$ cat config.mk
export PLATFORM = sky130hd
export DESIGN_NAME = cpu_run_sequencer
export DESIGN_NICKNAME = d
export VERILOG_FILES = /design/src/rtl/cpu_run_sequencer.sv
export SDC_FILE = /design/constraint.sdc
export NUM_CORES = 1
export LEC_CHECK = 0
export BUFFER_PORTS_ARGS = -buffer_cell sky130_fd_sc_hd__buf_2
export CAP_MARGIN = 20
export CORE_ASPECT_RATIO = 0.75
export CORE_MARGIN = 8
export CORE_UTILIZATION = 42
export CTS_BUF_LIST = sky130_fd_sc_hd__clkbuf_16
export DETAILED_ROUTE_END_ITERATION = 10
export PLACE_DENSITY = 0.62
export SYNTH_ARGS = -nofsm -noshare
export SYNTH_HDL_FRONTEND = slang
export SYNTH_SLANG_ARGS = --single-unit
$ cat constraint.sdc
create_clock -name clk -period 6.85 [get_ports clk]
set_clock_uncertainty 0.05 [all_clocks]
set_input_delay 1.37 -clock clk [delete_from_list [all_inputs] [get_ports clk]]
set_output_delay 1.37 -clock clk [all_outputs]
set_load 0.01 [all_outputs]
$ cat src/rtl/cpu_run_sequencer.sv
// Batch sequencer: issues a series of CPU start pulses, times each run with a
// saturating counter, and aborts the batch through an optional per-run watchdog.
module cpu_run_sequencer (
    input  logic        clk,
    input  logic        rst,
    input  logic        host_go,
    input  logic [3:0]  host_runs,
    input  logic [15:0] timeout_limit,
    output logic        cpu_start,
    input  logic        cpu_done,
    output logic        busy,
    output logic        finished,
    output logic        timeout_err,
    output logic [15:0] last_cycles,
    output logic [3:0]  runs_done
);

    typedef enum logic [2:0] {
        S_IDLE,
        S_START,
        S_WAIT,
        S_GAP,
        S_REPORT
    } state_t;

    state_t      r_state;
    logic        r_go_pend;
    logic [3:0]  r_runs;
    logic [15:0] r_limit;
    logic [15:0] r_cnt;
    logic        r_cpu_start;
    logic        r_busy;
    logic        r_finished;
    logic        r_timeout_err;
    logic [15:0] r_last_cycles;
    logic [3:0]  r_runs_done;

    logic [15:0] w_cnt_inc;
    logic [3:0]  w_runs_inc;
    logic        w_limit_hit;

    assign w_cnt_inc   = (r_cnt == 16'hFFFF) ? 16'hFFFF : r_cnt + 16'd1;
    assign w_runs_inc  = r_runs_done + 4'd1;
    assign w_limit_hit = (r_limit != '0) && (w_cnt_inc == r_limit);

    always_ff @(posedge clk) begin
        if (!rst) begin
            r_state       <= S_IDLE;
            r_go_pend     <= 1'b0;
            r_runs        <= '0;
            r_limit       <= '0;
            r_cnt         <= '0;
            r_cpu_start   <= 1'b0;
            r_busy        <= 1'b0;
            r_finished    <= 1'b0;
            r_timeout_err <= 1'b0;
            r_last_cycles <= '0;
            r_runs_done   <= '0;
        end else begin
            // NOTE: pulse outputs default low here so every branch below only sets them when needed.
            r_cpu_start <= 1'b0;
            r_finished  <= 1'b0;
            case (r_state)
                S_IDLE: begin
                    // A request is captured on one edge and acted on the next.
                    if (r_go_pend) begin
                        r_go_pend     <= 1'b0;
                        r_state       <= S_START;
                        r_cpu_start   <= 1'b1;
                        r_busy        <= 1'b1;
                        r_runs_done   <= '0;
                        r_timeout_err <= 1'b0;
                        r_last_cycles <= '0;
                    end else if (host_go && (host_runs != '0)) begin
                        r_go_pend <= 1'b1;
                        r_runs    <= host_runs;
                        r_limit   <= timeout_limit;
                    end
                end
                S_START: begin
                    r_cnt   <= '0;
                    r_state <= S_WAIT;
                end
                S_WAIT: begin
                    r_cnt <= w_cnt_inc;
                    // Completion takes priority over a watchdog expiry in the same cycle.
                    if (cpu_done) begin
                        r_last_cycles <= w_cnt_inc;
                        r_runs_done   <= w_runs_inc;
                        if (w_runs_inc == r_runs) begin
                            r_state    <= S_REPORT;
                            r_finished <= 1'b1;
                        end else begin
                            r_state <= S_GAP;
                        end
                    end else if (w_limit_hit) begin
                        r_timeout_err <= 1'b1;
                        r_last_cycles <= r_limit;
                        r_state       <= S_REPORT;
                        r_finished    <= 1'b1;
                    end
                end
                S_GAP: begin
                    r_state     <= S_START;
                    r_cpu_start <= 1'b1;
                end
                S_REPORT: begin
                    r_state <= S_IDLE;
                    r_busy  <= 1'b0;
                end
                default: begin
                    r_state <= S_IDLE;
                    r_busy  <= 1'b0;
                end
            endcase
        end
    end

    assign cpu_start   = r_cpu_start;
    assign busy        = r_busy;
    assign finished    = r_finished;
    assign timeout_err = r_timeout_err;
    assign last_cycles = r_last_cycles;
    assign runs_done   = r_runs_done;

endmodule

Word level (Yosys, flattened, before mapping)
Cells that the tools add are included.
- bits in latches: 0
- bits in read-only memories: 0
- memory bits (writable): 0
- output and inout port bits: 24
- register bits: 64
- memories: 0
- multiplexer cells: 27
- bitwise gates (word level): 2
- shift operators: 0
- add/subtract/negate cells: 2
- magnitude comparators: 0
- reductions and logical operators: 15
- eq/ne operators: 11
- multipliers: 0
- divide/modulo/power cells: 0
- operators by type and width (cell ; number):
    $mux 16 ; 4
    $pmux 16 s2 ; 2
    $add 16x1->16 const B ; 1
    $eq 16x16->1 ; 1
    $eq 16x16->1 const B ; 1
    $reduce_bool 16->1 ; 1
    $mux 3 ; 4
    $pmux 3 s4 ; 1
    $mux 1 ; 10
    $reduce_and 3->1 ; 3
    $mux 4 ; 2
    $ne 2x2->1 const B ; 4
    $pmux 4 s2 ; 1
    $eq 3x2->1 const B ; 2
    $pmux 1 s2 ; 3
    $reduce_and 2->1 ; 3
    $add 4x1->4 const B ; 1
    $eq 4x4->1 ; 1
    $reduce_and 4->1 ; 1
    $reduce_bool 2->1 ; 2
    $reduce_bool 4->1 ; 1
    $eq 3x1->1 const B ; 1
    $logic_not 3->1 ; 1
    $ne 3x3->1 const B ; 1
    3 further kinds ; 5

Logic depth before layout (Yosys ltp)
Gate-level depths: netlist of the first run.
- depth after elaboration: 7
- gate-level depth with buffers: 11

Worst setup path after synthesis of the first run
OpenSTA, ideal clock, no wires.
- path type: reg2reg
- start: register r_cnt[1]
- end: register r_last_cycles[6] (netlist: last_cycles[6])
- cell stages (with the launch flop): 11
- period minus slack after synthesis: 2.851 ns
- path buffers: 1
- slack: 3.999 ns
- data arrival time: 2.675 ns
- data required time: 6.674 ns
- cell sequence: dfxtp_1 -> ha_1 -> nand3_2 -> nor4_4 -> nand3_1 -> a222oi_1 -> nand4_1 -> a2111oi_4 -> o32ai_2 -> buf_6 -> o2bb2ai_1
- word-level cells in the longest chain between the ends: 6
- elaborated cells on any way between the ends: 9
- RTL lines (what ; RTL line ; RTL):
    from (decl) ; 30 ; logic [15:0] r_cnt;
    from (signal assigned) ; 85 ; r_cnt <= w_cnt_inc;
    $add 16x1->16 or $eq 16x16->1 (tied branches) ; 42 ; assign w_cnt_inc = (r_cnt == 16'hFFFF) ? 16'hFFFF : r_cnt + 16'd1;
    $mux 16 (*) ; 42 ;
    $eq 16x16->1 ; 44 ; assign w_limit_hit = (r_limit != '0) && (w_cnt_inc == r_limit);
    $logic_and 1x1->1 ; 44 ;
    $ne 3x3->1 (no line) ; - ;
    $reduce_and 3->1 (no line) ; - ;
    to (signal assigned) ; 88 ; r_last_cycles <= w_cnt_inc;
    to (signal assigned) ; 98 ; r_last_cycles <= r_limit;
    to (decl) ; 35 ; logic [15:0] r_last_cycles;
Every way passes the cells marked *; elsewhere a longest branch is shown, timed or not.
A chain may end at the register's enable or synchronous reset.

Final worst setup path of the first run
- start: register r_cnt[0]
- end: register r_last_cycles[14] (netlist: last_cycles[14])
Same word-level chain as after synthesis.

==> results.txt, run 1 <==
----------------------------------------------------
[Run status]
  Outcome ... finished, final reports clean

[Setup path]
  Ordered cell list for the critical path ... ha_1, nand3_2, nor4_4, nand3_1, a222oi_1, nand4_1, a2111oi_4, o32ai_2, buf_6, o2bb2ai_1
  Largest stage delay on the critical path ... 0.88 ns
  Depth of the worst register-to-register path ... 10
  Slowest stage cell, crit path ... nor4_4
  Endpoint of the worst register-to-register path ... last_cycles[14]
  Worst setup SP type ... register
  Crit-path leading delay family ... simple AND/OR/NAND/NOR gates
  Arr. time, crit path ... between 4 and 5 ns
  Flop-to-flop setup slack ... between 2 and 3 ns
  Buffering stage count on the worst path with inverters included ... 1
  Category of the most critical setup path ... register to register
  Worst Setup End Kind ... register
  Start point of the critical path ... r_cnt[0]
  Data required time of the critical path ... 6.99 ns
  Largest fanout on the critical path ... 18
  Worst r2r src ... r_cnt[0]

[Min path]
  Number of cells on the worst hold path ... 1
  Classification of the worst-slack hold path ... register to register
  Min-delay src ... last_cycles[0]
  Hold worst-path end ... last_cycles[0]

[Route]
  DRC errors left ... 0
  Routed via count divided by cell count ... a little under 6
  Number of optimization iterations in the first detailed-route pass ... 5
  Total length of routed wires ... slightly above 10000 um
  DRC violation total after the first TritonRoute iteration ... ~370
  Vias ... roughly 3.4k
  Count of nets left with antenna violations after detail routing ... 0
  Wire length per cell ... around 18 um

[Logic synthesis]
  Fraction of the mapped netlist area in adder cells ... less than 1%
  Syn Inst Count ... 444
  Post-synth top flop ... dfxtp_1
  Count of distinct cell types in the synthesized netlist ... between 60 and 70
  Simple-gate portion of the synthesized area ... around 25%
  Number of enable flip-flop cells after synthesis ... 0
  Post-synthesis net count ... 470
  Flops & latches, synth ... 64
  Number of warnings issued by yosys ... 0
  Dominant combinational cell family by area after synthesis ... compound AO/OA/AOI/OAI gates
  Syn Std Cell Area ... approximately 3700 um2
  Share of synthesized area spent on multiplexers ... between 2 and 3%
  Synthesized area divided by synthesized cell count ... 8.248 um2
  Post-synthesis compound-gate area fraction ... 26.48%
  Share of synthesized flip-flops with an asynchronous set or reset ... 0%
  Xor and xnor fraction of the mapped netlist area ... between 4 and 5%
  Part of the Yosys area used for sequential elements ... between 30% and 40%

[Pwr]
  Leak ... roughly 1.5 nW
  Cell Pwr Density ... 224.7 nW/um2
  Max IR drop VDD ... between 0.1 and 0.15 mV
  Total chip power ... between 0.9 and 1 mW

[Timing]
  Setup tns final ... 0 ns
  Minimum period implied by the final worst setup slack ... 4.055 ns
  Peak clock frequency supported by timing ... about 250 MHz
  Total count of max-transition violations in the final report ... 0
  Count of final hold-check violations ... 0
  Least-Margin Pin Slew ... between 0.8 and 0.9 ns
  Finish-stage setup viols ... 0
  Period utilisation layout ... about three fifths
  Slew HR ... between 40% and 50%
  Worst hold margin ... approximately 0.42 ns
  Unrepaired setup endpoints after global routing ... no

[Cells and area]
  Fraction of layout instances using a drive strength above 1 ... a little under a fifth
  Final Non-Filler Cells ... 582
  Top library cells by usage in the layout, fill and taps aside ... dfxtp_1 (64), nand2_1 (63), buf_2 (47), o21ai_0 (30), a21boi_0 (27)
  Number of antenna diodes ... 0
  Most common cell after layout, fill and taps aside ... dfxtp_1
  Net total in the final layout ... between 400 and 500
  Signed area change from the synthesized netlist to the final layout ... 13.26%

[GRT]
  Largest net degree at the start of global routing ... 46
  Number of global-route vias before repair ... between 3k and 4k
  Aggregate global-route resource usage ... between 15 and 20%
  Global-route wire length before repair ... 16890 um
  Total congestion overflow after global routing ... 0
  Antenna violations before repair ... 0

[Run]
  Max-cap check violation count ... 0

[Clock network]
  Clock transition at the registers of the reported paths ... 0.05 ns
  Root buffer cell ... clkbuf_16
  CTS H-tree depth ... 3
  Clock latency on the worst-skew pair ... 0.34 ns
  Hold Buf Count CTS ... 0
  CTS tree ... built
  TritonCTS buffer count ... 9
  Clock tree sinks ... 64
  Post-cts gate resize count ... 0
  Number of buffers inserted to repair setup after CTS ... 0
  Maximum buffer depth of the clock tree ... 2

[Floorplan]
  Die Area ... roughly 12000 um2
  Die Y-Extent ... roughly 97 um
  I/O pin count ... 48
  Core area ... around 8500 um2
  Row count ... 29
  Die width ... about 120 um
  Effective utilization at floorplan ... a little over two fifths

[Placement]
  Input/output buffers ... 47
  Placer's final routability congestion estimate ... 0.9213
  Half-perimeter wire length after detailed placement ... 7313 um
  Number of placed cells counting well taps ... between 500 and 600

----------------------------------------------------
routing by layer:
metal	GRT usage (%)	vias to the layer above	wire [um]	part of all wire [%]
met2	24.39	126	4378	42
li1	-	1667	-	-
met3	5.691	16	867	8.3
met4	5.263	0	153	1.5
met5	0	-	0	0
met1	25.69	1633	5000	48
kinds of logic (layout without fill, tap and decap cells):
family	Yosys count	after routing
buffers and inverters	45	75
multiplexers	10	10
AO/OA/AOI/OAI	134	134
AND/OR/NAND/NOR	171	171
flip-flops	64	64
XOR/XNOR	18	18
adder cells (fa/ha/maj)	2	2
flip-flops by register name, indices dropped and copies added (netlist names):
name         cells
r_state          3
r_runs           4
timeout_err      1
last_cycles     16
r_cnt           16
busy             1
r_go_pend        1
runs_done        4
cpu_start        1
r_limit         16
finished         1
stage by stage:
stage,utilization [%],area (um2),setup WS (ns)
finish,49.06,4148,2.795
global route,49.06,4148,2.527
CTS,48.93,4136,2.858
detailed placement,45.79,3871,2.877
global placement,45.79,3871,3.127
floorplan,-,3662,3.999
report_power, final:
group / total [mW] / internal [mW] / leakage (nW) / switching, mW
Combinational: 0.117 / 0.0465 / 0.882 / 0.0706
Sequential: 0.408 / 0.387 / 0.519 / 0.0215
Clock: 0.406 / 0.241 / 0.136 / 0.166
Total: 0.932 / 0.674 / 1.54 / 0.258
layout make-up:
class | count | area [um2]
Fill cell | 841 | 4307
Multi-Input combinational cell | 335 | 2171
Sequential cell | 64 | 1281
Timing Repair Buffer | 50 | 261.5
Clock buffer | 9 | 225.2
Tap cell | 108 | 135.1
Clock inverter | 7 | 40.04
Inverter | 9 | 33.78
how the worst max path moves through the flow:
stage,to,cells after the start
after floorplan,last_cycles[6],10
after global placement,last_cycles[2],9
after detailed placement,last_cycles[3],9
after CTS,last_cycles[14],9
after global routing,last_cycles[11],10
final,last_cycles[14],10
worst reg2reg max path: stages (launching register included):
cell,delay (ns)
dfxtp_1,0.52
ha_1,0.31
nand3_2,0.36
nor4_4,0.89
nand3_1,0.17
a222oi_1,0.36
nand4_1,0.21
a2111oi_4,0.47
o32ai_2,0.24
buf_6,0.21
o2bb2ai_1,0.13
synthesized netlist by cell type (7+ instances only):
library cell,n,area (um2)
dfxtp_1,64,1281
nor2_1,19,71.32
clkbuf_1,24,90.09
nand3_1,12,60.06
nor4_1,10,62.56
nand4_1,8,50.05
o21ai_0,30,150.1
inv_1,8,30.03
and2_1,8,50.05
a21oi_1,19,95.09
a22oi_1,8,60.06
nand2b_1,8,50.05
o2bb2ai_1,13,113.9
a21boi_0,27,202.7
nor3_1,7,35.03
xnor2_1,14,122.6
nor2b_1,12,75.07
nand2_1,63,236.5
Power figures use the tool's default switching activity.
==> run 2, diff against run 1 <==
==> constraint.sdc (replaced) <==
create_clock -name clk -period 4.05 [get_ports clk]
set_clock_uncertainty 0.05 [all_clocks]
set_input_delay 0.81 -clock clk [delete_from_list [all_inputs] [get_ports clk]]
set_output_delay 0.81 -clock clk [all_outputs]
set_load 0.01 [all_outputs]
==> run 2 against run 1 <==
Net effect:
- core utilization increased by 0.50 points
- cell count increased by 0.52%
- non-clock buffer count grew 3
- die area did not move
- wire length is 2.8% higher
- register-to-register slack worse by 2.5 ns
- total power grew 76%
- setup slack got worse by 2.5 ns
- critical endpoint is now last_cycles[12]
- largest power group is now clock
==> results.txt, run 2 (synthesis gave the netlist of run 1 again) <==
----------------------------------------------------
[Floorplan]
  Die Area ... 11990 um2 (unchanged)
  I/O pin count ... 48 (unchanged)
  Row count ... 29 (unchanged)
  Core area ... 8454 um2 (unchanged)
  Effective utilization at floorplan ... 43.32% (unchanged)
  Die Y-Extent ... 96.87 um (unchanged)
  Die width ... 123.8 um (unchanged)

[Pwr]
  Flop pwr share ... 42.2% (-1.6 points)
  Share of total power consumed by net switching ... 26.67% (-1.0 points)
  Design internal power ... 1.201 mW (+78%)
  Part of the total power dissipated in the clock network ... 45.6% (+2.0 points)
  Cell Pwr Density ... 390.8 nW/um2 (+74%)
  NetSw ... 0.4369 mW (+69%)
  Max IR drop VDD ... 0.2655 mV (+83%)
  Combinational share of power ... 12.2% (-0.4 points)
  Leak ... 1.549 nW (+0.76%)

[GRT]
  Total congestion overflow after global routing ... 0 (unchanged)
  Global-route wire length before repair ... 17210 um (+1.9%)
  Antenna violations before repair ... 0 (unchanged)
  Largest net degree at the start of global routing ... 46 (unchanged)
  Aggregate global-route resource usage ... 17.96% (+0.11 points)
  Number of global-route vias before repair ... 3218 (+2.4%)

[Clock network]
  Clock tree sinks ... 64 (unchanged)
  Clock transition at the registers of the reported paths ... 0.06 ns (about the same)
  CTS tree ... built
  Post-cts gate resize count ... 0 (unchanged)
  Root buffer cell ... clkbuf_16
  TritonCTS buffer count ... 9 (unchanged)
  Clock latency on the worst-skew pair ... 0.33 ns (about the same)
  Number of buffers inserted to repair setup after CTS ... 0 (unchanged)
  Hold Buf Count CTS ... 0 (unchanged)
  CTS H-tree depth ... 3 (unchanged)
  Maximum buffer depth of the clock tree ... 2 (unchanged)

[Cells and area]
  Top library cells by usage in the layout, fill and taps aside ... dfxtp_1 (64), nand2_1 (63), buf_2 (47), o21ai_0 (30), a21boi_0 (27)
  Number of antenna diodes ... 0 (unchanged)
  Most common cell after layout, fill and taps aside ... dfxtp_1
  Fraction of layout instances using a drive strength above 1 ... 18.24% (+0.096 points)
  Net total in the final layout ... 498 (+0.61%)
  Signed area change from the synthesized netlist to the final layout ... 14.42%
  Final Non-Filler Cells ... 585 (+0.52%)

[Run status]
  Outcome ... finished, final reports clean

[Run]
  Max-cap check violation count ... 0 (unchanged)

[Timing]
  Count of final hold-check violations ... 0 (unchanged)
  Unrepaired setup endpoints after global routing ... no
  Period utilisation layout ... 92.14% (+33 points)
  Finish-stage setup viols ... 0 (unchanged)
  Slew HR ... 44.22% (+0.68 points)
  Least-Margin Pin Slew ... 0.8362 ns (-0.004521 ns)
  Worst hold margin ... 0.4156 ns (-0.002930 ns)
  Peak clock frequency supported by timing ... 268.0 MHz (+8.7%)
  Setup tns final ... 0 ns (unchanged)
  Total count of max-transition violations in the final report ... 0 (unchanged)
  Minimum period implied by the final worst setup slack ... 3.732 ns (-0.3235 ns)

[Route]
  DRC errors left ... 0 (unchanged)
  Vias ... 3454 (+0.35%)
  DRC violation total after the first TritonRoute iteration ... 360 (-3.5%)
  Total length of routed wires ... 10690 um (+2.8%)
  Count of nets left with antenna violations after detail routing ... 0 (unchanged)
  Number of optimization iterations in the first detailed-route pass ... 9 (+4)
  Wire length per cell ... 18.28 um (+2.3%)
  Routed via count divided by cell count ... 5.904 (-0.17%)

[Setup path]
  Arr. time, crit path ... 3.93 ns (-0.27 ns)
  Endpoint of the worst register-to-register path ... last_cycles[12]
  Start point of the critical path ... r_cnt[0]
  Worst setup path endpoint ... last_cycles[12]
  Largest fanout on the critical path ... 18 (unchanged)
  Worst r2r src ... r_cnt[0]
  Worst Setup End Kind ... register
  Depth of the worst register-to-register path ... 9 (-1)
  Data required time of the critical path ... 4.25 ns (-2.74 ns)
  Flop-to-flop setup slack ... 0.32 ns (-2.48 ns)
  Worst setup SP type ... register
  Category of the most critical setup path ... register to register

[Placement]
  Placer's final routability congestion estimate ... 0.8858 (-3.9%)
  Number of placed cells counting well taps ... 569 (+0.71%)
  Half-perimeter wire length after detailed placement ... 7607 um (+4.0%)
  Input/output buffers ... 47 (unchanged)

[Min path]
  Classification of the worst-slack hold path ... register to register

----------------------------------------------------
[run 2: through the flow]
step,cell area [um2],util (%),total power [mW],setup WS [ns]
after floorplan,3662,-,0.8333,1.199
after global placement,3901,46.14,0.8957,0.6954
after detailed placement,3901,46.14,0.8993,0.3827
after CTS,4190,49.56,1.649,0.3490
after global routing,4190,49.56,1.704,0.04996
final,4190,49.56,1.638,0.3182
[run 2: worst min path at each step]
| stage | end | slack, ns | startpoint | cells past startpoint |
|---|---|---|---|---|
| after CTS | last_cycles[14] | 0.42 | last_cycles[14] | 1 |
| final | timeout_err | 0.42 | timeout_err | 2 |
| after floorplan | r_runs[0] | 0.41 | r_runs[0] | 2 |
| after detailed placement | last_cycles[14] | 0.40 | last_cycles[14] | 1 |
| after global placement | last_cycles[1] | 0.41 | last_cycles[1] | 1 |
| after global routing | last_cycles[14] | 0.43 | last_cycles[14] | 1 |
[run 2: final cells by class]
class                   count  area, um2
clock buffers               9      225.2
clock inverters             7      63.81
fillers                   799       4264
inverters                   9      33.78
multi-input cells         335       2171
flip-flops and latches     64       1281
well taps                 108      135.1
repair buffers             53      280.3
[run 2: routing by layer]
| metal | track usage, % | part of all wire [%] | vias to the layer above |
|---|---|---|---|
| li1 | - | - | 1677 |
| met1 | 25.90 | 48 | 1624 |
| met2 | 24.60 | 42 | 139 |
| met3 | 5.401 | 8.4 | 14 |
| met4 | 5.540 | 1.4 | 0 |
| met5 | 0 | 0 | - |
[run 2: power groups by stage]
stage | sequential (mW) | combinational [mW] | clock [mW]
5_1_grt | 0.693 | 0.221 | 0.790
3_5_place_dp | 0.703 | 0.197 | 0
6_report | 0.691 | 0.200 | 0.747
4_1_cts | 0.689 | 0.198 | 0.762
3_3_place_gp | 0.702 | 0.194 | 0
2_1_floorplan | 0.687 | 0.146 | 0
[run 2: worst max-delay path, stage by stage, from the launching register on]
cell,delay (ns)
dfxtp_1,0.50
ha_1,0.32
nand3_2,0.38
nor4_4,0.54
nand3_1,0.17
a222oi_1,0.38
nand4_1,0.21
a2111oi_4,0.49
o21bai_2,0.35
o2bb2ai_1,0.25
